File: src/rtl/mmio_pkg.sv
// ---------------------------------------------------------------------------
// mmio_pkg
//   Shared definitions for the memory-mapped UART transmitter:
//     - word offsets of the TXDATA and STATUS registers inside the window
//     - bit positions of the STATUS word
//     - the 2-bit TX FSM state encoding
// ---------------------------------------------------------------------------
package mmio_pkg;

   localparam logic [31:0] TXDATA_OFS = 32'd0;
   localparam logic [31:0] STATUS_OFS = 32'd4;

   localparam int STAT_BUSY_BIT  = 0;
   localparam int STAT_EMPTY_BIT = 1;
   localparam int STAT_FULL_BIT  = 2;
   localparam int STAT_OVF_BIT   = 3;

   typedef enum logic [1:0] {
      S_IDLE  = 2'd0,
      S_START = 2'd1,
      S_DATA  = 2'd2,
      S_STOP  = 2'd3
   } tx_state_e;

endpackage : mmio_pkg

File: src/rtl/sync_fifo.sv
// ---------------------------------------------------------------------------
// sync_fifo
//   Single-clock FIFO with synchronous active-high reset.
//   Pointers carry one extra wrap bit so full and empty are distinguishable.
//   Pushes while full and pops while empty are ignored.
//   Ports:
//     clk, reset     clock, synchronous active-high reset
//     push_i, din_i  write strobe and data
//     pop_i          read strobe (advances head)
//     dout_o         current head entry (combinational)
//     full_o         no free entries
//     empty_o        no valid entries
// ---------------------------------------------------------------------------
module sync_fifo #(
   parameter int WIDTH = 8,
   parameter int DEPTH = 8
) (
   input  logic             clk,
   input  logic             reset,
   input  logic             push_i,
   input  logic             pop_i,
   input  logic [WIDTH-1:0] din_i,
   output logic [WIDTH-1:0] dout_o,
   output logic             full_o,
   output logic             empty_o
);

   localparam int AW = $clog2(DEPTH);

   logic [WIDTH-1:0] mem_q [DEPTH];
   logic [AW:0]      wr_ptr_q, wr_ptr_d;
   logic [AW:0]      rd_ptr_q, rd_ptr_d;
   logic             push_ok;
   logic             pop_ok;

   // Equal low bits with differing wrap bits means the writer lapped the reader.
   assign empty_o = (wr_ptr_q == rd_ptr_q);
   assign full_o  = (wr_ptr_q[AW] != rd_ptr_q[AW]) &&
                    (wr_ptr_q[AW-1:0] == rd_ptr_q[AW-1:0]);

   assign push_ok = push_i && !full_o;
   assign pop_ok  = pop_i  && !empty_o;

   assign dout_o  = mem_q[rd_ptr_q[AW-1:0]];

   always_comb begin
      wr_ptr_d = wr_ptr_q;
      rd_ptr_d = rd_ptr_q;
      if (push_ok) wr_ptr_d = wr_ptr_q + 1'b1;
      if (pop_ok)  rd_ptr_d = rd_ptr_q + 1'b1;
   end

   always_ff @(posedge clk) begin
      if (reset) begin
         wr_ptr_q <= '0;
         rd_ptr_q <= '0;
      end else begin
         wr_ptr_q <= wr_ptr_d;
         rd_ptr_q <= rd_ptr_d;
      end
   end

   // Storage needs no reset: the pointers define which entries are valid.
   always_ff @(posedge clk) begin
      if (push_ok) mem_q[wr_ptr_q[AW-1:0]] <= din_i;
   end

endmodule : sync_fifo

File: src/rtl/mmio_uart_tx.sv
// ---------------------------------------------------------------------------
// mmio_uart_tx
//   Memory-mapped 8N1 UART transmitter on the processor store stream.
//   Bytes written to TXDATA are queued in a FIFO and serialised on tx;
//   STATUS reports {overflow, full, empty, busy} and clears overflow on a
//   write with bit 0 set.
//   Ports:
//     clk, reset     clock, synchronous active-high reset
//     MemWrite       store strobe
//     DataAdr        byte address
//     WriteData      store data (TXDATA uses bits [7:0])
//     ReadData       STATUS word when DataAdr selects STATUS, else 0
//     hit            DataAdr falls inside the TXDATA/STATUS window
//     tx             serial line, idle high (registered)
//     busy           high from START entry through the last STOP cycle
//     dbg_state_o    current TX FSM state, for observation only
// ---------------------------------------------------------------------------
module mmio_uart_tx
   import mmio_pkg::*;
#(
   parameter logic [31:0] BASE_ADDR    = 32'hFFFF_0000,
   parameter int          CLKS_PER_BIT = 16,
   parameter int          FIFO_DEPTH   = 8
) (
   input  logic        clk,
   input  logic        reset,
   input  logic        MemWrite,
   input  logic [31:0] DataAdr,
   input  logic [31:0] WriteData,
   output logic [31:0] ReadData,
   output logic        hit,
   output logic        tx,
   output logic        busy,
   output tx_state_e   dbg_state_o
);

   localparam logic [31:0] TXDATA_ADDR = BASE_ADDR + TXDATA_OFS;
   localparam logic [31:0] STATUS_ADDR = BASE_ADDR + STATUS_OFS;
   localparam int          BAUD_W      = (CLKS_PER_BIT > 2) ? $clog2(CLKS_PER_BIT) : 1;
   localparam logic [BAUD_W-1:0] BAUD_RELOAD = BAUD_W'(CLKS_PER_BIT - 1);

   // ---------------- address decode ----------------
   logic sel_txdata;
   logic sel_status;
   logic push;
   logic clr_ovf;

   assign sel_txdata = (DataAdr == TXDATA_ADDR);
   assign sel_status = (DataAdr == STATUS_ADDR);
   assign hit        = sel_txdata || sel_status;
   assign push       = MemWrite && sel_txdata;
   assign clr_ovf    = MemWrite && sel_status && WriteData[0];

   // Only the low byte of a TXDATA store and bit 0 of a STATUS store matter.
   logic unused_wdata;
   assign unused_wdata = ^WriteData[31:8];

   // ---------------- FIFO ----------------
   logic       fifo_pop;
   logic [7:0] fifo_dout;
   logic       fifo_full;
   logic       fifo_empty;

   sync_fifo #(
      .WIDTH (8),
      .DEPTH (FIFO_DEPTH)
   ) u_fifo (
      .clk     (clk),
      .reset   (reset),
      .push_i  (push),
      .pop_i   (fifo_pop),
      .din_i   (WriteData[7:0]),
      .dout_o  (fifo_dout),
      .full_o  (fifo_full),
      .empty_o (fifo_empty)
   );

   // ---------------- overflow flag ----------------
   logic overflow_q, overflow_d;

   // A dropped push outranks a clear landing on the same edge.
   always_comb begin
      overflow_d = overflow_q;
      if (clr_ovf)           overflow_d = 1'b0;
      if (push && fifo_full) overflow_d = 1'b1;
   end

   always_ff @(posedge clk) begin
      if (reset) overflow_q <= 1'b0;
      else       overflow_q <= overflow_d;
   end

   // ---------------- TX FSM ----------------
   tx_state_e         state_q;
   logic [BAUD_W-1:0] baud_q;
   logic [2:0]        bit_q;
   logic [7:0]        shift_q;
   logic              tx_q;
   logic              busy_q;

   // The FSM only takes a byte while idle, based on pre-edge FIFO contents.
   assign fifo_pop = (state_q == S_IDLE) && !fifo_empty;

   always_ff @(posedge clk) begin
      if (reset) begin
         state_q <= S_IDLE;
         baud_q  <= '0;
         bit_q   <= '0;
         shift_q <= '0;
         tx_q    <= 1'b1;
         busy_q  <= 1'b0;
      end else begin
         case (state_q)
            S_IDLE: begin
               if (!fifo_empty) begin
                  shift_q <= fifo_dout;
                  bit_q   <= '0;
                  baud_q  <= BAUD_RELOAD;
                  tx_q    <= 1'b0;
                  busy_q  <= 1'b1;
                  state_q <= S_START;
               end
            end
            S_START: begin
               if (baud_q == '0) begin
                  baud_q  <= BAUD_RELOAD;
                  tx_q    <= shift_q[0];
                  state_q <= S_DATA;
               end else begin
                  baud_q <= baud_q - 1'b1;
               end
            end
            S_DATA: begin
               if (baud_q == '0) begin
                  baud_q <= BAUD_RELOAD;
                  if (bit_q == 3'd7) begin
                     tx_q    <= 1'b1;
                     state_q <= S_STOP;
                  end else begin
                     // shift_q[0] is the bit on the line; [1] is next.
                     bit_q   <= bit_q + 3'd1;
                     shift_q <= {1'b0, shift_q[7:1]};
                     tx_q    <= shift_q[1];
                  end
               end else begin
                  baud_q <= baud_q - 1'b1;
               end
            end
            S_STOP: begin
               if (baud_q == '0) begin
                  busy_q  <= 1'b0;
                  state_q <= S_IDLE;
               end else begin
                  baud_q <= baud_q - 1'b1;
               end
            end
            default: state_q <= S_IDLE;
         endcase
      end
   end

   assign tx          = tx_q;
   assign busy        = busy_q;
   assign dbg_state_o = state_q;

   // ---------------- STATUS read ----------------
   logic [31:0] status_w;

   always_comb begin
      status_w                 = '0;
      status_w[STAT_BUSY_BIT]  = busy_q;
      status_w[STAT_EMPTY_BIT] = fifo_empty;
      status_w[STAT_FULL_BIT]  = fifo_full;
      status_w[STAT_OVF_BIT]   = overflow_q;
   end

   assign ReadData = sel_status ? status_w : 32'd0;

endmodule : mmio_uart_tx

File: config.mk
export PLATFORM = sky130hd
export DESIGN_NAME = mmio_uart_tx
export DESIGN_NICKNAME = d
export VERILOG_FILES = /design/src/rtl/mmio_pkg.sv /design/src/rtl/sync_fifo.sv /design/src/rtl/mmio_uart_tx.sv
export SDC_FILE = /design/constraint.sdc
export NUM_CORES = 1
export LEC_CHECK = 0
export ABC_AREA = 1
export CORE_MARGIN = 2
export CORE_UTILIZATION = 50
export CTS_BUF_LIST = sky130_fd_sc_hd__clkbuf_16
export DETAILED_ROUTE_END_ITERATION = 8
export MAX_ROUTING_LAYER = met4
export PLACE_DENSITY = 0.8
export SLEW_MARGIN = 40
export SYNTH_ARGS = -nofsm -noshare
export SYNTH_HDL_FRONTEND = slang
export SYNTH_HIERARCHICAL = 1
export SYNTH_SLANG_ARGS = --single-unit
File: constraint.sdc
create_clock -name clk -period 3.4 [get_ports clk]
set_input_delay 0.68 -clock clk [delete_from_list [all_inputs] [get_ports clk]]
set_output_delay 0.68 -clock clk [all_outputs]
set_load 0.01 [all_outputs]
* After elaboration in Yosys (flattened, before gate mapping)
Memories as Yosys holds them, arrays and structs flattened. A register that Yosys moved wholly into a read port is not among the register bits. Index checks and enable logic that the tools add are counted.
Storage, ports and cells: register bits 28, RAM bits 64, bits of input ports 67, output and inout bits 37, logic and storage cells 86, memories kept 1
Operators by class: $add $sub $neg 4, equal/unequal tests 16, mux-type cells 33, reductions and logical operators 23
Memory list:
- u_fifo.mem_q | words 8, width 8, read ports 1, clocked after memory_dff 1, write ports 1, line sync_fifo.sv:30 | logic [WIDTH-1:0] mem_q [DEPTH];
Operator list (count):
- $eq 32x32->1 const B | 2
- $mux 8 | 3
- $mux 4 | 4
- $pmux 8 s2 | 1
- $mux 3 | 5
- $ne 2x2->1 const B | 7
- $pmux 4 s3 | 1
- $mux 1 | 10
- $mux 2 | 5
- $add 4x1->4 const B | 2
- $logic_and 1x1->1 | 8
- $pmux 2 s4 | 1
- $reduce_and 4->1 | 2
- $pmux 3 s2 | 1
- $reduce_bool 2->1 | 3
- $reduce_and 5->1 | 1
- $eq 2x2->1 const B | 2
- $eq 4x4->1 | 1
- $logic_not 4->1 | 1
- $sub 4x1->4 const B | 1
- $add 3x1->3 const B | 1
- $eq 3x3->1 | 1
- $eq 3x3->1 const B | 1
- $pmux 1 s3 | 1
- other kinds (10) | 11

* Depth between registers and ports, before layout
Gate-level depths: netlist of the first run.
word-level depth 6, depth in mapped cells 14, gate-level depth less buffers 14

* By module
Netlist of the first run, hierarchy kept.
Modules (own cells, without submodules):
- sync_fifo | times used 1, cells each 298, area each 3150.5 µm², sequential area each 2142.1 µm²
- mmio_uart_tx | times used 1, cells each 253, area each 1605.3 µm², sequential area each 400.4 µm²

* Least setup slack after synthesis of the first run
No wires, ideal clock.
path kind input to register, start point input port DataAdr[17], end point memory u_fifo.mem_q[1][0], enable pin, library setup time 0.370 ns, arrival time 2.104 ns, required time 3.030 ns, slack 0.926 ns, cell stages on the path 8, buffers on the path 0, cell sequence nand2_1 nor2_1 nand2_1 nor2_1 nand2_1 nor2_1 nand3_1 nor2_1
On the way: word-level cells in the longest chain between the ends 5
RTL lines:
- start, declared | line mmio_uart_tx.sv:28 | input logic [31:0] DataAdr,
- $eq 32x32->1 | line mmio_uart_tx.sv:48 | assign sel_txdata = (DataAdr == TXDATA_ADDR);
- $logic_and 1x1->1 | line mmio_uart_tx.sv:51 | assign push = MemWrite && sel_txdata;
- via push | line mmio_uart_tx.sv:45 | logic push;
- $logic_and 1x1->1 | line sync_fifo.sv:41 | assign push_ok = push_i && !full_o;
- $mux 1 | line sync_fifo.sv:65 | if (push_ok) mem_q[wr_ptr_q[AW-1:0]] <= din_i;
- $mux 1 (not written as such) | line sync_fifo.sv:65
- end, declared | line sync_fifo.sv:30
The timed path passes the listed nets, and every way through them passes these cells.

* Final worst setup path of the first run
start point input port DataAdr[20], end point output port ReadData[3]
On the way: word-level cells in the longest chain between the ends 2
RTL lines:
- $eq 32x32->1 | line mmio_uart_tx.sv:49 | assign sel_status = (DataAdr == STATUS_ADDR);
- $mux 4 | line mmio_uart_tx.sv:177 | assign ReadData = sel_status ? status_w : 32'd0;
- end, declared | line mmio_uart_tx.sv:30 | output logic [31:0] ReadData,
Every way passes these cells.

==> results of run 1 <==
## synthesized netlist by cell type (2+ instances only)
cell type and instances:
sky130_fd_sc_hd__inv_2 6, sky130_fd_sc_hd__a211oi_1 2, sky130_fd_sc_hd__nand2_2 7, sky130_fd_sc_hd__edfxtp_1 64
sky130_fd_sc_hd__nor2_2 7, sky130_fd_sc_hd__buf_6 3, sky130_fd_sc_hd__dfxtp_1 31, sky130_fd_sc_hd__nand2_1 97
sky130_fd_sc_hd__o21ai_0 56, sky130_fd_sc_hd__clkinv_1 2, sky130_fd_sc_hd__nor2_1 95, sky130_fd_sc_hd__o21ai_1 13
sky130_fd_sc_hd__ha_1 10, sky130_fd_sc_hd__buf_2 5, sky130_fd_sc_hd__buf_4 31, sky130_fd_sc_hd__nor3_1 3
sky130_fd_sc_hd__inv_1 62, sky130_fd_sc_hd__nand3_1 9, sky130_fd_sc_hd__a21oi_1 27, sky130_fd_sc_hd__clkbuf_1 4
## metal layers
layer	wire, microns	track usage	vias to the layer above
li1	-	-	1823
met4	157	0.07796	0
met3	628	0.04486	18
met2	4890	0.3537	146
met1	3997	0.2303	1695
met5	0	-	-
## cell families (layout without fill, tap and decap cells)
logic type	Yosys count	count (layout)	synth area share
buffers and inverters	115	141	0.1215
xor gates and xnor gates	1	1	0.001842
and+or+nand+nor	226	226	0.2026
DFF	95	95	0.5346
other	1	28	0.0007885
AOI/OAI and AO/OA	103	103	0.1123
adders and majority gates	10	10	0.02631
## through the flow
stage	util	instance area [sq um]	worst slack, ps	power [mW]
floorplan	-	4857	925.7	1.621
global placement	0.5683	5251	336.7	1.682
detailed placement	0.5685	5253	289.2	1.699
CTS	0.6011	5554	278.7	2.709
global route	0.6011	5554	108.5	2.803
finish	0.6011	5554	255.7	2.691
## registers in the layout (all words and copies together) (netlist names), named ones only
name	flops
overflow_q	1
baud_q	4
busy	1
u_fifo/mem_q	64
dbg_state_o	2
u_fifo/rd_ptr_q	4
shift_q	8
bit_q	3
u_fifo/wr_ptr_q	4
tx	1
## worst register-to-register path, delay by kind of cell (launching register included)
family | cells | cell delay [ps]
simple gates | 10 | 1270
buf+inv | 3 | 270
flops | 1 | 430
## power groups by stage
| stage | Combinational [mW] | Sequential, mW | Clock [mW] |
|---|---|---|---|
| 2_1_floorplan | 0.308 | 1.31 | 0 |
| 3_3_place_gp | 0.369 | 1.31 | 0 |
| 3_5_place_dp | 0.384 | 1.31 | 0 |
| 4_1_cts | 0.387 | 1.29 | 1.03 |
| 5_1_grt | 0.441 | 1.29 | 1.07 |
| 6_report | 0.385 | 1.29 | 1.02 |
## final cells by class
type	instances	area share
Inverter	70	0.04731
Timing Repair Buffer	56	0.09867
Clock buffer	9	0.04055
Tap cell	129	0.02906
Sequential cell	95	0.4580
Multi-Input combinational cell	368	0.3127
Clock inverter	6	0.01374
## worst max path at each step
stage           startpoint                 end  slack, ps  cells past startpoint
3_3_place_gp   DataAdr[16]         ReadData[1]        340                      8
5_1_grt        DataAdr[16]         ReadData[0]        110                      8
4_1_cts        DataAdr[16]         ReadData[3]        280                      8
6_report       DataAdr[20]         ReadData[3]        260                      8
2_1_floorplan  DataAdr[17]  u_fifo/mem_q[1][0]        930                      8
3_5_place_dp   DataAdr[16]         ReadData[3]        290                      8
==> impl_results.rst, run 1 <==
.. list-table::
   :header-rows: 1

   * - Metric
     - Value
   * - Outcome
     - finished clean
   * - Vias per cell
     - 5.023
   * - Clock slew seen by the registers of the worst setup and hold paths
     - 60 ps
   * - Worst setup skew after layout
     - 5.526 ps
   * - Worst hold path stage count
     - 2
   * - CP top delay family
     - buffers and inverters
   * - 1st-pass router iterations
     - 4
   * - Synthesized area per cell
     - 8.631 sq um
   * - Cell breakdown of the critical path
     - clkdlybuf4s50_1, nand2_1, nor2_1, nand2_1, nor2_1, nand2_1, nor2_1, clkdlybuf4s50_1
   * - Largest vdd supply drop
     - 0.0003282 V
   * - Overflow after GRT
     - 0
   * - Measured slew at the worst slew-check pin
     - 565.1 ps
   * - Net switching power
     - 0.6886 mW
   * - Leading cell types in the layout, fill and taps excluded
     - sky130_fd_sc_hd__nand2_1 (97), sky130_fd_sc_hd__nor2_1 (95), sky130_fd_sc_hd__edfxtp_1 (64)
   * - Clock buffer count from CTS
     - 9
   * - Flop pwr share
     - 0.479
   * - Cell taking the most area after synthesis
     - sky130_fd_sc_hd__edfxtp_1
   * - DR vias
     - 3682
   * - Type of the worst setup path
     - in -> out
   * - Site row count
     - 35
   * - Final setup fails
     - 0
   * - Netlist cell types
     - 37
   * - Die footprint
     - 10310 sq um
   * - Ys flop type
     - sky130_fd_sc_hd__edfxtp_1
   * - Cell count after synthesis
     - 551
   * - Total global routing track utilization
     - 0.2044
   * - Relative slew slack
     - 0.6228
   * - Register area
     - 2544 sq um
   * - Via count of the first global-routing pass
     - 3457
   * - Final hold violation count
     - 0
   * - Footprint of the multi-input gates
     - 1737 sq um
   * - Highest fanout seen on the critical path
     - 5
   * - Worst endpoint required time
     - 2720 ps
   * - Most common cell after layout, fill and taps aside
     - sky130_fd_sc_hd__nand2_1
   * - Sw frac
     - 0.2559
   * - Endpoint of the most critical register-to-register path
     - u_fifo/rd_ptr_q[3]
   * - Synth top area cells
     - sky130_fd_sc_hd__edfxtp_1 (40%), sky130_fd_sc_hd__dfxtp_1 (13%), sky130_fd_sc_hd__nand2_1 (7.7%), sky130_fd_sc_hd__nor2_1 (7.5%), sky130_fd_sc_hd__o21ai_0 (5.9%)
   * - Final critical-path required period
     - 3144 ps
   * - Worst R2R Setup Slack
     - 1330 ps
   * - Setup repair after global routing missed its margin
     - false
   * - Hold Path Origin
     - shift_q[1]
   * - Area added between synthesis and finish
     - 16.79%
   * - Boundary Pins
     - 104
   * - Wire length of the first global-routing pass
     - 15.88 mm
   * - Wire length per cell after detailed routing
     - 13.20 microns
   * - Count of buffering cells on the critical path with inverters included
     - 2
   * - F_max
     - 318.0 MHz
   * - Top cell type's share of synthesized area
     - 0.4041
   * - Cell count after placement
     - 718
   * - Number of resized instances in the post-cts repair step
     - 0
   * - Maxcap violations
     - 0
   * - End of the worst hold path
     - shift_q[1]
   * - Max incr delay on CP
     - 550 ps
   * - Die boundary width
     - 101.5 microns
   * - CTS Hold Buffers Added
     - 0
   * - Final GP Congestion
     - 0.8042
   * - Half-perimeter wire length of the detailed placement result
     - 6.346 mm
   * - Cell Area, Synth
     - 4756 sq um
   * - Count of input and output buffers
     - 51
   * - Detailed Route Iter0 Violations
     - 196
   * - Clk network pwr share
     - 0.378
   * - Initial cell density of the core
     - 0.5147
   * - Leakage
     - 2.208 nW
   * - Nets@finish
     - 677
   * - Standard cell with the maximum stage delay on the critical path
     - sky130_fd_sc_hd__clkdlybuf4s50_1
   * - Die Span Y
     - 101.5 microns
   * - Internal power component
     - 2.002 mW
   * - Worst-skew pair later-pin latency
     - 340 ps
   * - Maximum number of pins on one net before global-route repair
     - 33
   * - Number of antenna violations at the first check in global routing
     - 0
   * - Setup TNS
     - 0 ps
   * - WP data arrival
     - 2460 ps
   * - Final Non-Filler Cells
     - 733
   * - Post-synthesis sequential area ratio
     - 0.5346
   * - Power density normalized to cell area
     - 484.5 nW/um^2
   * - Core box area
     - 9240 sq um
   * - Setup crit start kind
     - primary input
   * - Flip-flop and latch count after synthesis
     - 95
   * - Final worst path period share
     - 0.9248
   * - CTS tree
     - built
   * - Post-CTS Repair Setup Buffers
     - 0
   * - EDFF count, synth
     - 64
   * - Capturing element type of the critical path
     - primary output
   * - Synth warn
     - 6
   * - Final Hold Slack
     - 448.9 ps
   * - H-Tree Level Count
     - 3
   * - Drt total wl
     - 9.673 mm
   * - Number of DRC violations after detailed routing
     - 0
   * - R2R Path Start
     - u_fifo/wr_ptr_q[2]
   * - Fraction of layout instances using a drive strength above 1
     - 0.08113
   * - Clock sink total
     - 95
   * - Total of fill cells in the finished design
     - 742
   * - Portion of total power attributed to combinational logic
     - 0.143
   * - Count of inserted antenna diode cells
     - 0
   * - Worst min path class
     - reg -> reg
   * - Clock root cell
     - sky130_fd_sc_hd__clkbuf_16
   * - Number of cells on the worst reg-to-reg path
     - 13
   * - Final number of max-transition violations
     - 0
   * - Share of synthesized flip-flops with an asynchronous set or reset
     - 0
   * - Clock tree buffer depth
     - 2
   * - Remaining number of nets flagged by the antenna check after routing
     - 0
Note: power is estimated with default switching activity, not from simulation.
==> inputs of run 2 (changes only) <==
Settings changed: CORE_UTILIZATION 50 to 45, PLACE_DENSITY 0.8 to 0.73.
==> impl_results.rst, run 2 (synthesis gave the netlist of run 1 again) <==
.. list-table::
   :header-rows: 1

   * - Metric
     - Value
   * - Endpoint of the most critical register-to-register path
     - u_fifo/rd_ptr_q[3]
   * - H-Tree Level Count
     - 3
   * - Worst hold path stage count
     - 2
   * - Finished layout cell area
     - 5583 sq um
   * - Worst min path class
     - reg -> reg
   * - Fraction of layout instances using a drive strength above 1
     - 0.08264
   * - End of the worst hold path
     - shift_q[5]
   * - Number of antenna violations at the first check in global routing
     - 0
   * - Global Route met3 Usage
     - 0.03404
   * - WP data arrival
     - 2420 ps
   * - Most utilized layer in the global route result
     - met2
   * - PnR worst setup slack
     - 302.5 ps
   * - Worst slack at placement
     - 312.9 ps
   * - Remaining number of nets flagged by the antenna check after routing
     - 0
   * - Final number of max-transition violations
     - 0
   * - Routing usage on met1
     - 0.2000
   * - 1st-pass router iterations
     - 4
   * - Final Non-Filler Cells
     - 741
   * - Type of the worst setup path
     - in -> out
   * - Initial cell density of the core
     - 0.4627
   * - Cell count after placement
     - 725
   * - Measured slew at the worst slew-check pin
     - 569.0 ps
   * - Number of resized instances in the post-cts repair step
     - 0
   * - Final setup fails
     - 0
   * - Count of inserted antenna diode cells
     - 0
   * - Outcome
     - finished clean
   * - Site row count
     - 37
   * - Clock buffer count from CTS
     - 9
   * - Boundary Pins
     - 104
   * - Setup TNS
     - 0 ps
   * - Final GP Congestion
     - 0.8208
   * - Overflow after GRT
     - 0
   * - Highest fanout seen on the critical path
     - 5
   * - Most common cell after layout, fill and taps aside
     - sky130_fd_sc_hd__nand2_1
   * - Die footprint
     - 11410 sq um
   * - Clock slew seen by the registers of the worst setup and hold paths
     - 60 ps
   * - Setup repair after global routing missed its margin
     - false
   * - Largest vdd supply drop
     - 0.0003634 V
   * - Number of DRC violations after detailed routing
     - 0
   * - Nets@finish
     - 677
   * - Number of cells on the worst reg-to-reg path
     - 13
   * - Setup crit start kind
     - primary input
   * - Clock tree buffer depth
     - 2
   * - Worst R2R Setup Slack
     - 1390 ps
   * - Area added between synthesis and finish
     - 17.39%
   * - CTS tree
     - built
   * - Maxcap violations
     - 0
   * - Wire length per cell after detailed routing
     - 12.17 microns
   * - Die boundary width
     - 106.8 microns
   * - Total global routing track utilization
     - 0.1729
   * - Worst endpoint required time
     - 2720 ps
   * - Final critical-path required period
     - 3098 ps
   * - Leading cell types in the layout, fill and taps excluded
     - sky130_fd_sc_hd__nand2_1 (97), sky130_fd_sc_hd__nor2_1 (95), sky130_fd_sc_hd__edfxtp_1 (64)
   * - Vias per cell
     - 4.798
   * - Capturing element type of the critical path
     - primary output
   * - Wire length of the first global-routing pass
     - 15.28 mm
   * - Final hold violation count
     - 0
   * - Leakage
     - 2.214 nW
   * - Final worst path period share
     - 0.9110
   * - Count of input and output buffers
     - 51
   * - Maximum number of pins on one net before global-route repair
     - 33
   * - Die Span Y
     - 106.8 microns
   * - Total of fill cells in the finished design
     - 893
   * - Via count of the first global-routing pass
     - 3377
   * - Clock root cell
     - sky130_fd_sc_hd__clkbuf_16
   * - Power density normalized to cell area
     - 487.6 nW/um^2
   * - Drt total wl
     - 9.021 mm
   * - Relative slew slack
     - 0.6203
   * - R2R Path Start
     - u_fifo/wr_ptr_q[2]
   * - Worst-skew pair later-pin latency
     - 340 ps
   * - Detailed Route Iter0 Violations
     - 187
   * - Clock sink total
     - 95
   * - Number of flip-flops in the largest register
     - 64
   * - Total placed instance area
     - 5261 sq um
   * - Global Route met2 Usage
     - 0.3085
   * - Core box area
     - 10280 sq um
   * - Half-perimeter wire length of the detailed placement result
     - 6.348 mm
   * - Post-CTS Repair Setup Buffers
     - 0
   * - CTS Hold Buffers Added
     - 0
   * - Hold Path Origin
     - shift_q[5]
   * - F_max
     - 322.8 MHz
   * - Worst setup skew after layout
     - 11.51 ps
   * - DR vias
     - 3555
-- run 2: worst max-delay path by stage --
stage | start | end | cells past startpoint
6_report | DataAdr[20] | ReadData[1] | 8
5_1_grt | DataAdr[19] | ReadData[0] | 8
4_1_cts | DataAdr[20] | ReadData[1] | 8
3_5_place_dp | DataAdr[20] | ReadData[1] | 8
3_3_place_gp | DataAdr[17] | ReadData[1] | 8
2_1_floorplan | DataAdr[17] | u_fifo/mem_q[1][0] | 8
-- run 2: metal layers --
metal	wire length, microns	up-vias
met5	0	-
met4	104	0
met3	446	15
li1	-	1832
met2	4553	89
met1	3916	1619
-- run 2: power breakdown --
part / internal (mW) / switching, mW / leakage (nW)
combinational: 0.155 / 0.232 / 1.23
sequential: 1.27 / 0.0214 / 0.825
clock: 0.594 / 0.452 / 0.155
-- run 2: cell type report --
type | count | area [sq um] | area share
Multi-Input combinational cell | 368 | 1737 | 0.3111
Clock inverter | 7 | 96.34 | 0.01726
Clock buffer | 9 | 225.2 | 0.04034
Timing Repair Buffer | 56 | 548.0 | 0.09816
Sequential cell | 95 | 2544 | 0.4556
Tap cell | 136 | 170.2 | 0.03048
Inverter | 70 | 262.8 | 0.04706
-- run 2: metrics by stage --
step                      hold slack (ps)  utilization  power (mW)
after CTS                           453.2       0.5432       2.742
after global routing                475.5       0.5432       2.855
after detailed placement            443.6       0.5119       1.702
after global placement              438.5       0.5118       1.684
final                               449.9       0.5432       2.722
after floorplan                     423.9            -       1.621
-- run 2: worst max-delay path, cell delays in order --
cell	delay, ps
sky130_fd_sc_hd__clkdlybuf4s50_1	470
sky130_fd_sc_hd__nand2_1	50
sky130_fd_sc_hd__nor2_1	90
sky130_fd_sc_hd__nand2_1	60
sky130_fd_sc_hd__nor2_1	230
sky130_fd_sc_hd__nand2_1	170
sky130_fd_sc_hd__nor2_1	110
sky130_fd_sc_hd__clkdlybuf4s50_1	560
==> inputs of run 3 (changes only) <==
Settings changed: CTS_CLUSTER_SIZE set to 8, PLACE_DENSITY 0.73 to 0.76.
Clock period 3.4 ns to 2.5 ns, I/O delays scaled along.
==> impl_results.rst, run 3 (synthesis gave the netlist of run 1 again) <==
.. list-table::
   :header-rows: 1

   * - Metric
     - Value
   * - Core box area
     - 10280 sq um
   * - Die boundary width
     - 106.8 microns
   * - Measured slew at the worst slew-check pin
     - 531.4 ps
   * - Count of buffering cells on the critical path with inverters included
     - 2
   * - Clock buffer count from CTS
     - 9
   * - Final setup fails
     - 0
   * - Clock root cell
     - sky130_fd_sc_hd__clkbuf_16
   * - Maxcap violations
     - 0
   * - 1st-pass router iterations
     - 4
   * - Final critical-path required period
     - 2360 ps
   * - Final number of max-transition violations
     - 0
   * - Detailed Route Iter0 Violations
     - 210
   * - Via count of the first global-routing pass
     - 3556
   * - Worst endpoint required time
     - 2000 ps
   * - Site row count
     - 37
   * - Count of inserted antenna diode cells
     - 0
   * - Clock tree buffer depth
     - 2
   * - Boundary Pins
     - 104
   * - Number of antenna violations at the first check in global routing
     - 0
   * - Clock slew seen by the registers of the worst setup and hold paths
     - 70 ps
   * - Worst R2R Setup Slack
     - 490 ps
   * - Finished layout cell area
     - 5725 sq um
   * - Total global routing track utilization
     - 0.1824
   * - DR vias
     - 3639
   * - Remaining number of nets flagged by the antenna check after routing
     - 0
   * - F_max
     - 423.7 MHz
   * - Wire length per cell after detailed routing
     - 12.37 microns
   * - Half-perimeter wire length of the detailed placement result
     - 6.511 mm
   * - Highest fanout seen on the critical path
     - 5
   * - Max incr delay on CP
     - 470 ps
   * - Cell count after placement
     - 743
   * - Drt total wl
     - 9.388 mm
   * - Worst min path class
     - reg -> reg
   * - CTS Hold Buffers Added
     - 0
   * - Clock sink total
     - 95
   * - Final GP Congestion
     - 0.8062
   * - Most common cell after layout, fill and taps aside
     - sky130_fd_sc_hd__nand2_1
   * - Worst-skew pair later-pin latency
     - 340 ps
   * - Fraction of layout instances using a drive strength above 1
     - 0.1091
   * - Number of DRC violations after detailed routing
     - 0
   * - WP data arrival
     - 1860 ps
   * - Maximum number of pins on one net before global-route repair
     - 33
   * - Wire length of the first global-routing pass
     - 16.02 mm
   * - CP top delay family
     - buffers and inverters
   * - Standard cell with the maximum stage delay on the critical path
     - sky130_fd_sc_hd__clkdlybuf4s50_1
   * - Total placed instance area
     - 5420 sq um
   * - Largest vdd supply drop
     - 0.0003364 V
   * - Leading cell types in the layout, fill and taps excluded
     - sky130_fd_sc_hd__nand2_1 (97), sky130_fd_sc_hd__nor2_1 (94), sky130_fd_sc_hd__edfxtp_1 (64)
   * - Count of input and output buffers
     - 51
   * - Final hold violation count
     - 0
   * - Number of flip-flops in the largest register
     - 64
   * - Setup crit start kind
     - primary input
   * - Setup repair after global routing missed its margin
     - true
   * - Nets@finish
     - 695
   * - Final Non-Filler Cells
     - 759
   * - Vias per cell
     - 4.794
   * - Overflow after GRT
     - 0
   * - Leakage
     - 2.335 nW
   * - Initial cell density of the core
     - 0.4627
   * - Relative slew slack
     - 0.6452
   * - Die footprint
     - 11410 sq um
   * - Layout Utilization
     - 0.5571
   * - Cell breakdown of the critical path
     - clkdlybuf4s50_1, nand2_1, nor2_1, nand2_1, nor2_1, nand2_1, nor2_1, dlygate4sd2_1
   * - Capturing element type of the critical path
     - primary output
   * - H-Tree Level Count
     - 3
   * - Final worst path period share
     - 0.9442
   * - Area added between synthesis and finish
     - 20.39%
   * - Die Span Y
     - 106.8 microns
   * - Worst setup skew after layout
     - 12.12 ps
   * - CTS tree
     - built
   * - Type of the worst setup path
     - in -> out
   * - Outcome
     - finished clean
   * - Power density normalized to cell area
     - 636.1 nW/um^2
run 3: changes by cell type in the layout (fill, tap and decap cells not counted), sizes merged:
cell / previous run / this run
buf: 5 / 23
bufinv: 1 / 0
clkdlybuf4s50: 51 / 46
clkinv: 3 / 6
clkinvlp: 1 / 0
dlygate4sd2: 0 / 5
inv: 72 / 71
run 3: worst paths after layout:
kind | start | to | cells after the start
hold / removal | shift_q[1] | shift_q[1] | 2
setup / recovery | DataAdr[2] | ReadData[1] | 8
setup reg to reg | u_fifo/wr_ptr_q[2] | shift_q[6] | 11
hold reg to reg | shift_q[1] | shift_q[1] | 2
run 3: layer usage:
metal	share of wire	GRT usage
met1	0.43	0.2095
met2	0.51	0.3226
met3	0.038	0.03526
met4	0.022	0.05751
met5	0	-
run 3: area by class of cell:
| cell class | count | area [sq um] |
|---|---|---|
| clock buffers | 9 | 225.2 |
| inverters | 70 | 262.8 |
| repair buffers | 74 | 701.9 |
| well taps | 136 | 170.2 |
| flip-flops and latches | 95 | 2542 |
| fillers | 892 | 4552 |
| clock inverters | 7 | 83.83 |
| multi-input cells | 368 | 1739 |
run 3: tightest hold or removal path: stages, from the launching register on:
cell	delay [ps]
sky130_fd_sc_hd__dfxtp_1	310
sky130_fd_sc_hd__inv_1	50
sky130_fd_sc_hd__a21oi_1	50
run 3: through the flow:
stage               setup TNS, ps  setup WS, ps  total power, mW  hold slack, ps
floorplan                       0         205.7            2.205           423.9
CTS                             0         128.5            3.665           450.9
finish                          0         139.6            3.642           450.3
global route              -0.8464       -0.8464            3.803           470.9
global placement            -6127        -178.2            2.287           437.2
detailed placement          -6298        -193.2            2.310           443.5
run 3: where the power goes:
group | internal (mW) | switching, mW
Combinational | 0.211 | 0.317
Clock | 0.716 | 0.645
Sequential | 1.72 | 0.0296
run 3: timing repair:
item,CTS,global route
buffers inserted,0,0
cloned,0,0
resized for setup,6,0
setup endpoints to repair,5,1
==> patch 1: new RTL, flow settings as in run 2 <==
The parameter `CLKS_PER_BIT` goes from 16 to 8.
--- a/src/rtl/mmio_uart_tx.sv
+++ b/src/rtl/mmio_uart_tx.sv
@@ -19,7 +19,7 @@
    import mmio_pkg::*;
 #(
    parameter logic [31:0] BASE_ADDR    = 32'hFFFF_0000,
-   parameter int          CLKS_PER_BIT = 16,
+   parameter int          CLKS_PER_BIT = 8,
    parameter int          FIFO_DEPTH   = 8
 ) (
    input  logic        clk,
Check against the original RTL: no difference found for any inputs over 10 cycles, from zero or initial values and one cycle with reset high; that may be too few to reach the edited logic, so the function may still have changed.
==> patch 1 against run 2 <==
Synthesized cell count fell by 3.3%; sequential share of layout area rose by 0.44 points; total power fell by 5.3%; routed wire length fell by 0.33%; cell area fell by 1.7%; sequential cell count fell by 1; area after synthesis fell by 2.0%; worst setup slack got worse by 0.012 ns; combinational power fell by 20%; critical endpoint is now ReadData[2]; largest cell class unchanged.
==> patch 1: results (changes against run 2) <==
- The final cell utilization of the core is 53.87% (-0.45 points).
- The most critical setup path has its endpoint at ReadData[2].
- The routability congestion estimate is 0.7576 (-7.7%).
- The slowest stage of the critical path is the sky130_fd_sc_hd__clkdlybuf4s50_1 cell.
- The net count of the finished layout is 660 (-2.5%).
- The maximum resistive drop on vdd came to 248.5 uV (-32%).
- The cell depth of the worst flop-to-flop path is 12 (-1).
- The actual slew at the worst max-slew pin is 0.5719 ns (+0.002948 ns).
- The post-cts resize count was 0 (unchanged).
- Ranked by instance count, the synthesized netlist is headed by 106 x sky130_fd_sc_hd__nand2_1, 86 x sky130_fd_sc_hd__nor2_1, 64 x sky130_fd_sc_hd__edfxtp_1, 56 x sky130_fd_sc_hd__inv_1, 56 x sky130_fd_sc_hd__o21ai_0.
- The proportion of layout cells with a drive suffix above 1 is 7.823% (-0.44 points).
- The number of ordinary inverters in the final layout is 61 (-13%).
- The layout buffering overhead excluding clock cells was 10.13% (+0.31 points).
- The multi-input logic cell count came to 360 (-2.2%).
- The combinational cell fraction of total power is 12.0% (-2.2 points).
- The number of clock buffers inserted by TritonCTS was 9 (unchanged).
- The global-route wire length before repair is 15210 um (-0.50%).
- The pin count of the biggest net entering global routing is 33 (unchanged).
- The run finished with clean final reports.
- The post-synthesis cell type count is 32 (-14%).
- The sequential portion of the cell area is 46.00% (+0.44 points).
- The power share of the sequential group came to 49.0% (+1.6 points).
- The total placed instance area was 0.005180 mm^2 (-1.5%).
- The post-synthesis sequential area ratio is 54.14% (+0.68 points).
- The total of plain and repair buffers excluding clock buffers is 57 (+1.8%).
- The synthesized flop and latch total was 94 (-1.1%).
- The half-perimeter wire length after detailed placement is 6075 um (-4.3%).
- The clock tree cell share of total cell area is 5.587% (-0.17 points).
- The number of antenna violations at the first check in global routing was 0 (unchanged).
- The violation count after the first detailed-routing iteration came to 254 (+36%).
- The per-cell via count in the routed design is 4.807 (+0.19%).
- The number of synthesized flops with an enable pin is 64 (unchanged).
- The total wire length after detailed routing came to 8991 um (-0.33%).
- The reg2reg setup slack is 1.26 ns (-0.13 ns).
- The filler cell count is 915 (+2.5%).
- The share of total power consumed by net switching is 25.96% (+0.062 points).
- The switching component of the power is 669.1 uW (-5.1%).
- The setup skew after layout came to 0.01426 ns (+0.002753 ns).
- The static leakage power is 2.174 nW (-1.8%).
- The power per unit of standard cell area is 469.8 mW/mm^2 (-3.7%).
patch 1: cell count changes after synthesis, sizes merged, moves of 2 or more:
cell	delta
nand3	+3
inv	-9
nand3b	+3
nor2	-11
nand2	+6
o21ai	-3
buf	-2
clkbuf	+2
nor3	-4
patch 1: cell families (layout without fill, tap and decap cells):
kind of cell	count (synthesis)	count (layout)	synth area share (%)
AO/OA/AOI/OAI	99	99	11.25
flip-flops	94	94	54.14
AND/OR/NAND/NOR	223	223	20.33
adder cells (fa/ha/maj)	10	10	2.685
buffers and inverters	106	134	11.52
other	1	28	0.08048
patch 1: worst min-delay path by stage:
stage / slack, ns / end / cells after the start / from
finish: 0.45 / shift_q[3]$_SDFFE_PP0P_ / 2 / shift_q[3]$_SDFFE_PP0P_
CTS: 0.45 / shift_q[3]$_SDFFE_PP0P_ / 2 / shift_q[3]$_SDFFE_PP0P_
floorplan: 0.42 / shift_q[0]$_SDFFE_PP0P_ / 2 / shift_q[0]$_SDFFE_PP0P_
global placement: 0.44 / shift_q[0]$_SDFFE_PP0P_ / 2 / shift_q[0]$_SDFFE_PP0P_
detailed placement: 0.44 / shift_q[0]$_SDFFE_PP0P_ / 2 / shift_q[0]$_SDFFE_PP0P_
global route: 0.47 / shift_q[1]$_SDFFE_PP0P_ / 2 / shift_q[1]$_SDFFE_PP0P_
patch 1: per-stage QoR:
step	worst slack [ns]	hold slack (ns)	instances
after detailed placement	0.2837	0.4403	708
after CTS	0.2810	0.4548	724
final	0.2907	0.4519	724
after floorplan	0.9257	0.4235	560
after global placement	0.3500	0.4356	708
after global routing	0.1280	0.4668	724
patch 1: per-layer routing:
layer,global-route usage (%),part of all wire (%)
met3,3.896,4.7
met5,-,0
met4,5.827,1.4
met1,20.76,44
met2,30.05,50
==> patch 2: new RTL, config.mk and constraints of run 2 <==
Made on the original files. Put a register stage on the outputs `ReadData` and `hit`, cleared by the reset. The values now appear one clock later. The other outputs are not delayed to match.
--- a/src/rtl/mmio_uart_tx.sv
+++ b/src/rtl/mmio_uart_tx.sv
@@ -47,7 +47,15 @@
 
    assign sel_txdata = (DataAdr == TXDATA_ADDR);
    assign sel_status = (DataAdr == STATUS_ADDR);
-   assign hit        = sel_txdata || sel_status;
+   always_ff @(posedge clk) begin
+      if (reset) begin
+         ReadData <= '0;
+         hit      <= '0;
+      end else begin
+         ReadData <= sel_status ? status_w : 32'd0;
+         hit      <= sel_txdata || sel_status;
+      end
+   end
    assign push       = MemWrite && sel_txdata;
    assign clr_ovf    = MemWrite && sel_status && WriteData[0];
 
@@ -174,7 +182,6 @@
       status_w[STAT_OVF_BIT]   = overflow_q;
    end
 
-   assign ReadData = sel_status ? status_w : 32'd0;
 
 endmodule : mmio_uart_tx
 
Function: changed (a bounded check fails within 4 cycles, from zero or initial values and one cycle with reset high).
==> patch 2 against run 2 <==
Largest power group unchanged; clock skew is 0.0022 ns lower; sequential cell count is 5 higher; via count is 0.90% higher; worst setup slack better by 0.41 ns; area after synthesis is 1.7% higher; utilization is 0.13 points higher; register-to-register slack worse by 0.12 ns; cell area is 1.1% higher; highest routed layer unchanged; routed wire length is 4.3% higher; critical endpoint is now u_fifo/mem_q[7][1]$_DFFE_PP_; total power is 0.44% lower; first-iteration DRC count is 21% lower.
==> patch 2: results (changes against run 2) <==
- The maximum resistive drop on vdd is 295.0 uV (-19%).
- The worst register-to-register path ends at shift_q[4]$_SDFFE_PP0P_.
- The share of total power consumed by net switching came to 26.35% (+0.45 points).
- The met1 routing resource usage after global routing is 21.28% (+1.3 points).
- In this run the most critical hold path is launched from overflow_q$_SDFFE_PP0P_.
- The sequential power is 1.34 mW (+4%).
- The reg2reg setup slack is 1.27 ns (-0.12 ns).
- The static leakage power is 2.237 nW (+1.0%).
- The wire length on met1 is 4192 um (+7.0%).
- The flow ran to the end, and the final reports show no timing, DRC or antenna violations.
- The worst stage delay on the critical path came to 0.46 ns (-0.10 ns).
- The power share of the clock group is 36.4% (-2.0 points).
- The placed instance count came to 729 (+0.55%).
- By count the netlist is led by 102 x sky130_fd_sc_hd__nand2_1, 94 x sky130_fd_sc_hd__nor2_1, 64 x sky130_fd_sc_hd__edfxtp_1, 60 x sky130_fd_sc_hd__inv_1, 57 x sky130_fd_sc_hd__o21ai_0.
- The cell depth of the worst flop-to-flop path was 9 (-4).
- The max-slew headroom at the worst pin came to 59.73% (-2.3 points).
- The violation count after the first detailed-routing iteration came to 147 (-21%).
- The met2 usage came to 31.00% (+0.15 points).
- The wire length on met2 is 4778 um (+4.9%).
- The final hold slack is 0.4306 ns (-0.01939 ns).
- The total placed instance area is 0.005355 mm^2 (+1.8%).
- The routability congestion estimate is 0.7871 (-4.1%).
- The cell area after synthesis came to 0.004835 mm^2 (+1.7%).
- In this design, the largest share of critical-path delay is due to simple AND/OR/NAND/NOR gates.
- The met3 track utilization from global routing is 4.056% (+0.65 points).
- The number of global-route vias before repair is 3433 (+1.7%).
- The post-route fraction of the period consumed by the critical path is 78.99% (-12 points).
- The global-route wire length before repair is 15850 um (+3.7%).
- The post-synthesis sequential area ratio came to 54.66% (+1.2 points).
- The arrival time of data at the critical path endpoint is 2.68 ns (+0.26 ns).
- The worst setup path startpoint is DataAdr[16].
- The total wire length after detailed routing came to 9408 um (+4.3%).
- The setup skew after layout is 0.009305 ns (-0.002207 ns).
- The proportion of layout cells with a drive suffix above 1 is 8.046% (-0.22 points).
- The path with the worst hold slack has its endpoint at ReadData[3]$_SDFF_PP0_.
- Following the worst setup path forward leads to its endpoint at u_fifo/mem_q[7][1]$_DFFE_PP_.
- The post-synthesis cell type count is 35 (-5.4%).
- In the post-synthesis netlist, the biggest area contributors are sky130_fd_sc_hd__edfxtp_1 40%, sky130_fd_sc_hd__dfxtp_1 15%, sky130_fd_sc_hd__nand2_1 7.9%.
- The routed length on met3 is 332 um (-26%).
## patch 2: cell types whose count changed in the layout (fill, tap and decap cells not counted), sizes merged
cell and delta:
o2111ai -1, a211oi +1, clkinvlp +1, nor2 -3, nor3 -1, o21ai -2
nand2 +3, nand3 +3, clkinv -1, a31oi +1, o21a -1, dfxtp +5
bufinv -1
## patch 2: logic make-up after synthesis
logic type / share of synthesized area (%)
and+or+nand+nor: 20.13
AOI/OAI and AO/OA: 10.79
other: 0.07757
adders and majority gates: 2.588
xor gates and xnor gates: 0.1812
DFF: 54.66
buffers and inverters: 11.57
## patch 2: final cells by class
| type | instances | area, um^2 |
|---|---|---|
| Fill cell | 902 | 4723 |
| Sequential cell | 100 | 2644 |
| Multi-Input combinational cell | 368 | 1734 |
| Timing Repair Buffer | 56 | 548.0 |
| Inverter | 69 | 259.0 |
| Clock buffer | 9 | 225.2 |
| Tap cell | 136 | 170.2 |
| Clock inverter | 7 | 66.31 |
